===== src/rtl/uart_pkg.sv =====
// Shared types and constants for the UART receiver slice.
package uart_pkg;

  localparam int DATA_BITS = 8;

  typedef enum logic [1:0] {
    IDLE  = 2'd0,
    START = 2'd1,
    DATA  = 2'd2,
    STOP  = 2'd3
  } state_e;

endpackage


===== src/rtl/uart_bit_timer.sv =====
// Down-counter that strobes tick when it reaches zero, then reloads one bit period;
// load overrides the count so the first strobe can be offset (half-bit alignment).
module uart_bit_timer #(
  parameter int CLKS_PER_BIT = 1
) (
  input  logic        clk,
  input  logic        rst,
  input  logic        load,
  input  logic [15:0] load_value,
  output logic        tick
);

  localparam logic [15:0] PERIOD_M1 = 16'(CLKS_PER_BIT - 1);

  logic [15:0] cnt;

  assign tick = (cnt == 16'd0);

  always_ff @(posedge clk or posedge rst) begin
    if (rst) begin
      cnt <= 16'd0;
    end else if (load) begin
      cnt <= load_value;
    end else if (tick) begin
      cnt <= PERIOD_M1;
    end else begin
      cnt <= cnt - 16'd1;
    end
  end

endmodule


===== src/rtl/uart_receiver.sv =====
// 8N1 UART receiver: start detect, mid-bit re-check, LSB-first data sampling, stop check.
// Only a frame with a good stop bit updates data_out and pulses received_byte.
module uart_receiver
  import uart_pkg::*;
#(
  parameter int CLKS_PER_BIT = 1,
  parameter int DATA_BITS    = uart_pkg::DATA_BITS
) (
  input  logic                 clk,
  input  logic                 rst,
  input  logic                 bit_in,
  output logic [DATA_BITS-1:0] data_out,
  output logic                 received_byte,
  output state_e               fsm_state
);

  localparam int HALF = (CLKS_PER_BIT - 1) / 2;
  localparam int CW   = $clog2(DATA_BITS);
  // With no half-bit offset the detection edge already is the start-bit sample,
  // so the timer must count a full period to reach data bit 0.
  localparam logic [15:0] FIRST_LOAD = (HALF == 0) ? 16'(CLKS_PER_BIT - 1) : 16'(HALF - 1);
  localparam logic [CW-1:0] LAST_BIT = CW'(DATA_BITS - 1);

  state_e                 state, state_next;
  logic [CW-1:0]          bit_cnt, bit_cnt_next;
  logic [DATA_BITS-1:0]   shift_reg, shift_next;
  logic [DATA_BITS-1:0]   data_next;
  logic                   received_next;
  logic                   timer_load;
  logic                   tick;

  assign fsm_state = state;

  uart_bit_timer #(
    .CLKS_PER_BIT(CLKS_PER_BIT)
  ) u_timer (
    .clk       (clk),
    .rst       (rst),
    .load      (timer_load),
    .load_value(FIRST_LOAD),
    .tick      (tick)
  );

  always_ff @(posedge clk or posedge rst) begin
    if (rst) begin
      state         <= IDLE;
      bit_cnt       <= '0;
      shift_reg     <= '0;
      data_out      <= '0;
      received_byte <= 1'b0;
    end else begin
      state         <= state_next;
      bit_cnt       <= bit_cnt_next;
      shift_reg     <= shift_next;
      data_out      <= data_next;
      received_byte <= received_next;
    end
  end

  always_comb begin
    state_next    = state;
    bit_cnt_next  = bit_cnt;
    shift_next    = shift_reg;
    data_next     = data_out;
    received_next = 1'b0;
    timer_load    = (state == IDLE);
    unique case (state)
      IDLE: begin
        if (!bit_in) begin
          state_next   = (HALF == 0) ? DATA : START;
          bit_cnt_next = '0;
        end
      end
      START: begin
        if (tick) begin
          state_next   = bit_in ? IDLE : DATA;
          bit_cnt_next = '0;
        end
      end
      DATA: begin
        if (tick) begin
          shift_next   = {bit_in, shift_reg[DATA_BITS-1:1]};
          bit_cnt_next = bit_cnt + CW'(1);
          if (bit_cnt == LAST_BIT) state_next = STOP;
        end
      end
      STOP: begin
        if (tick) begin
          if (bit_in) begin
            data_next     = shift_reg;
            received_next = 1'b1;
          end
          state_next = IDLE;
        end
      end
      default: state_next = IDLE;
    endcase
  end

endmodule


===== config.mk =====
export PLATFORM = sky130hd
export DESIGN_NAME = uart_receiver
export DESIGN_NICKNAME = d
export VERILOG_FILES = /design/src/rtl/uart_pkg.sv /design/src/rtl/uart_bit_timer.sv /design/src/rtl/uart_receiver.sv
export SDC_FILE = /design/constraint.sdc
export NUM_CORES = 1
export LEC_CHECK = 0
export CAP_MARGIN = 20
export CORE_MARGIN = 1.5
export CORE_UTILIZATION = 36
export DETAILED_ROUTE_END_ITERATION = 8
export DONT_BUFFER_PORTS = 1
export PLACE_DENSITY = 0.6
export RECOVER_POWER = 25
export SLEW_MARGIN = 30
export SYNTH_ARGS = -nofsm -noshare
export SYNTH_HDL_FRONTEND = slang
export SYNTH_SLANG_ARGS = --single-unit

===== constraint.sdc =====
create_clock -name clk -period 2.1 [get_ports clk]
set_input_delay 0.63 -clock clk [delete_from_list [all_inputs] [get_ports clk]]
set_output_delay 0.63 -clock clk [all_outputs]
set_load 0.03 [all_outputs]

==> impl_summary.log <==
[metrics] Power Density: 1150 nW/µm²
[metrics] most used routing layer in global routing: met2
[metrics] worst setup slack after placement: 38.8 ps
[metrics] Crit Path Class: flop to flop
[metrics] reported leakage power: 0.00102 µW
[metrics] Max Root-Sink Buffers: 2
[metrics] final critical-path share of the clock period: 93.6%
[metrics] fin nets: 172
[metrics] fraction of registers with async set/reset: 100%
[metrics] Max stage delay on crit path: 410 ps
[metrics] Cells after Synth: 154
[metrics] type of element capturing the critical path: flop
[metrics] register area share after synthesis: 53.9%
[metrics] number of routed nets with antenna violations: 0
[metrics] global-route congestion overflow total: 0
[metrics] top flip-flop cell by instance count after synthesis: sky130_fd_sc_hd__dfrtp_1
[metrics] minimum clock period: 1960 ps
[metrics] post-detailed-route via-to-cell ratio: 4.88
[metrics] antenna diode count: 0
[metrics] max-cap violation count: 0
[metrics] IO Pins: 14
[metrics] number of antenna violations at the first check in global routing: 0
[metrics] cell row count: 25
[metrics] RSZ-0062 raised after global routing: false
[metrics] fraction of final layout cells sized beyond drive strength 1: 25.1%
[metrics] Worst Path Required: 2270 ps
[metrics] maximum fanout count along the critical path: 8
[metrics] area of the die: 5330 µm²
[metrics] average footprint of a synthesized cell: 11.5 µm²
[metrics] Clock Skews: 7.26 ps
[metrics] met2 track demand over resource: 20.8%
[metrics] run status: finished, final reports clean
[metrics] Placeable Area: 4720 µm²
[metrics] Worst Tran Pin Value: 891 ps
[metrics] chip width: 73.0 µm
[metrics] number of optimization iterations in the first detailed-route pass: 4
[metrics] total internal power: 1550 µW
[metrics] leading cell type in the layout, fill and taps excluded: sky130_fd_sc_hd__dfrtp_1
[metrics] cts bufs inserted: 5
[metrics] setup slack of the most critical reg-to-reg path: 140 ps
[metrics] met1 track demand over resource in global routing: 15.8%
[metrics] Peak Freq: 509 MHz
[metrics] cell type group with the largest total delay on the critical path: simple AND/OR/NAND/NOR gates
[metrics] IR drop worst, VDD: 0.643 mV
[metrics] commonest cells after routing, fill and taps aside: 38 x sky130_fd_sc_hd__dfrtp_1, 21 x sky130_fd_sc_hd__nor2_1, 16 x sky130_fd_sc_hd__mux2_2
[metrics] switching power share of the total: 33.5%
[metrics] arrival time reported for the critical path endpoint: 2130 ps
[metrics] Fin Setup TNS: 0 ps
[metrics] level count of the clock H-tree: 2
[metrics] Yosys warning count: 0
[metrics] later-pin clock latency in the skew report: 280 ps
[metrics] initial core utilization: 37.4%
[metrics] max FFs per register: 16
[metrics] pin count of the biggest net entering global routing: 39
[metrics] HPWL reported at the end of detailed placement: 2170 µm
[metrics] number of enable-type register cells in the synthesized netlist: 0
[metrics] clock slew seen by the registers of the worst setup and hold paths: 80 ps
[metrics] flip-flop and latch count after synthesis: 38
[metrics] average routed wire per standard cell: 13.0 µm
[metrics] crit path buf inv count: 1
[metrics] number of global-route vias before repair: 1,140
[metrics] number of buffer cells added on primary ports: 0
[metrics] slowest stage cell on the critical path: sky130_fd_sc_hd__dfrtp_1
[metrics] vias: 1,142
[metrics] cell area after synthesis: 1760 µm²
[metrics] number of sinks handled by clock tree synthesis: 38
[metrics] startpoint kind of the worst setup timing path: flop
[metrics] least setup slack across all paths after layout: 135 ps
[metrics] Flop pwr share: 53.5%
[metrics] first-iteration detailed-routing DRC count: 59
[metrics] gp weighted congestion: 0.837
[metrics] routing usage on met3: 4.42%
[metrics] worst slew slack as a fraction of its limit: 40.6%
[metrics] clock network fraction of total power: 26.0%
[metrics] CTS tree: done
[metrics] combinational share of power: 20.5%
[metrics] first-pass GRT wire length: 5240 µm
[metrics] distinct cell type count of the synthesized netlist: 38
[metrics] root buffer cell: sky130_fd_sc_hd__clkbuf_8
[metrics] CTS Hold Bufs: 0
[metrics] cells along the critical path: inv_1 > ha_1 > nor4b_4 > nand4_2 > nor2_4 > mux2_2
[metrics] area growth from synthesis to layout: 15.0%
[metrics] Final Setup Violations: 0
[metrics] final design utilization: 43.0%
[metrics] Synth Net Count: 160
[metrics] residual DRC count: 0
[metrics] die boundary height: 73.0 µm
[metrics] total routed wirelength: 3050 µm
[metrics] Final Hold Violating Endpoints: 0
[metrics] total power: 2330 µW
[metrics] global-route usage over all layers: 12.7%
[metrics] count of pins over their slew limit: 0
[metrics] Non-Filler Cell Area, Final: 2030 µm²
[metrics] net switching power: 782 µW
[metrics] Worst Hold Class: primary input to flop
[metrics] placed instance area: 1890 µm²
power by group through the flow:
stage | sequential [µW] | clock [µW] | combinational [µW]
after global routing | 1280 | 662 | 551
after detailed placement | 1260 | 0 | 487
after CTS | 1250 | 629 | 487
after global placement | 1250 | 0 | 470
after floorplan | 1210 | 0 | 409
final | 1250 | 607 | 480
through the flow:
step	hold slack (ps)	cells
final	488	234
after global routing	467	234
after CTS	350	233
after detailed placement	491	225
after global placement	459	225
after floorplan	444	154
cell usage after synthesis (3+ instances only):
cell type | number | area (µm²)
sky130_fd_sc_hd__dfrtp_1 | 38 | 951
sky130_fd_sc_hd__nand3_1 | 6 | 30.0
sky130_fd_sc_hd__mux2_2 | 16 | 180
sky130_fd_sc_hd__ha_1 | 3 | 37.5
sky130_fd_sc_hd__nand2_1 | 11 | 41.3
sky130_fd_sc_hd__xor2_1 | 9 | 78.8
sky130_fd_sc_hd__a21oi_1 | 4 | 20.0
sky130_fd_sc_hd__nor2_1 | 21 | 78.8
sky130_fd_sc_hd__inv_1 | 6 | 22.5
sky130_fd_sc_hd__xnor2_1 | 3 | 26.3
repair_timing:
item | in CTS | in global routing
gates resized for setup | 0 | 3
setup endpoints to repair | 0 | 19
buffers inserted | 0 | 0
final timing paths:
| path | endpoint | startpoint | cells past startpoint |
|---|---|---|---|
| max reg2reg | data_out[4] | u_timer.cnt[0] | 6 |
| min | shift_reg[7] | bit_in | 1 |
| max | data_out[4] | u_timer.cnt[0] | 6 |
| min in group asynchronous | data_out[7] | rst | 2 |
| min reg2reg | u_timer.cnt[0] | u_timer.cnt[0] | 1 |
| max in group asynchronous | u_timer.cnt[8] | rst | 2 |
layer usage:
metal	share of wire, %	routed length (µm)
met1	46	1410
met2	50	1520
met3	3.4	103
met4	0.79	24
met5	0	0
worst register-to-register path: cells and delay by family, from the launching register on:
kind | cells | cell delay (ps)
buffers and inverters | 1 | 70
adder cells (fa/ha/maj) | 1 | 220
AND/OR/NAND/NOR | 3 | 780
multiplexers | 1 | 380
flip-flops | 1 | 410
logic make-up after synthesis:
family                   count (synthesis)  share of synthesized area [%]
AND/OR/NAND/NOR                         61                           19.8
flip-flops                              38                           53.9
multiplexers                            18                           11.4
AO/OA/AOI/OAI                           12                           4.40
XOR/XNOR                                12                           5.96
buffers and inverters                   10                           2.41
adder cells (fa/ha/maj)                  3                           2.13
final cells by class:
type / instances / area (µm²)
tap: 67 / 83.8
fill: 449 / 2690
clock inverter: 3 / 45.0
timing repair buffer: 8 / 57.6
sequential: 38 / 951
inverter: 6 / 22.5
multi-input combinational: 107 / 801
clock buffer: 5 / 68.8
(Power assumes the default switching activity.)
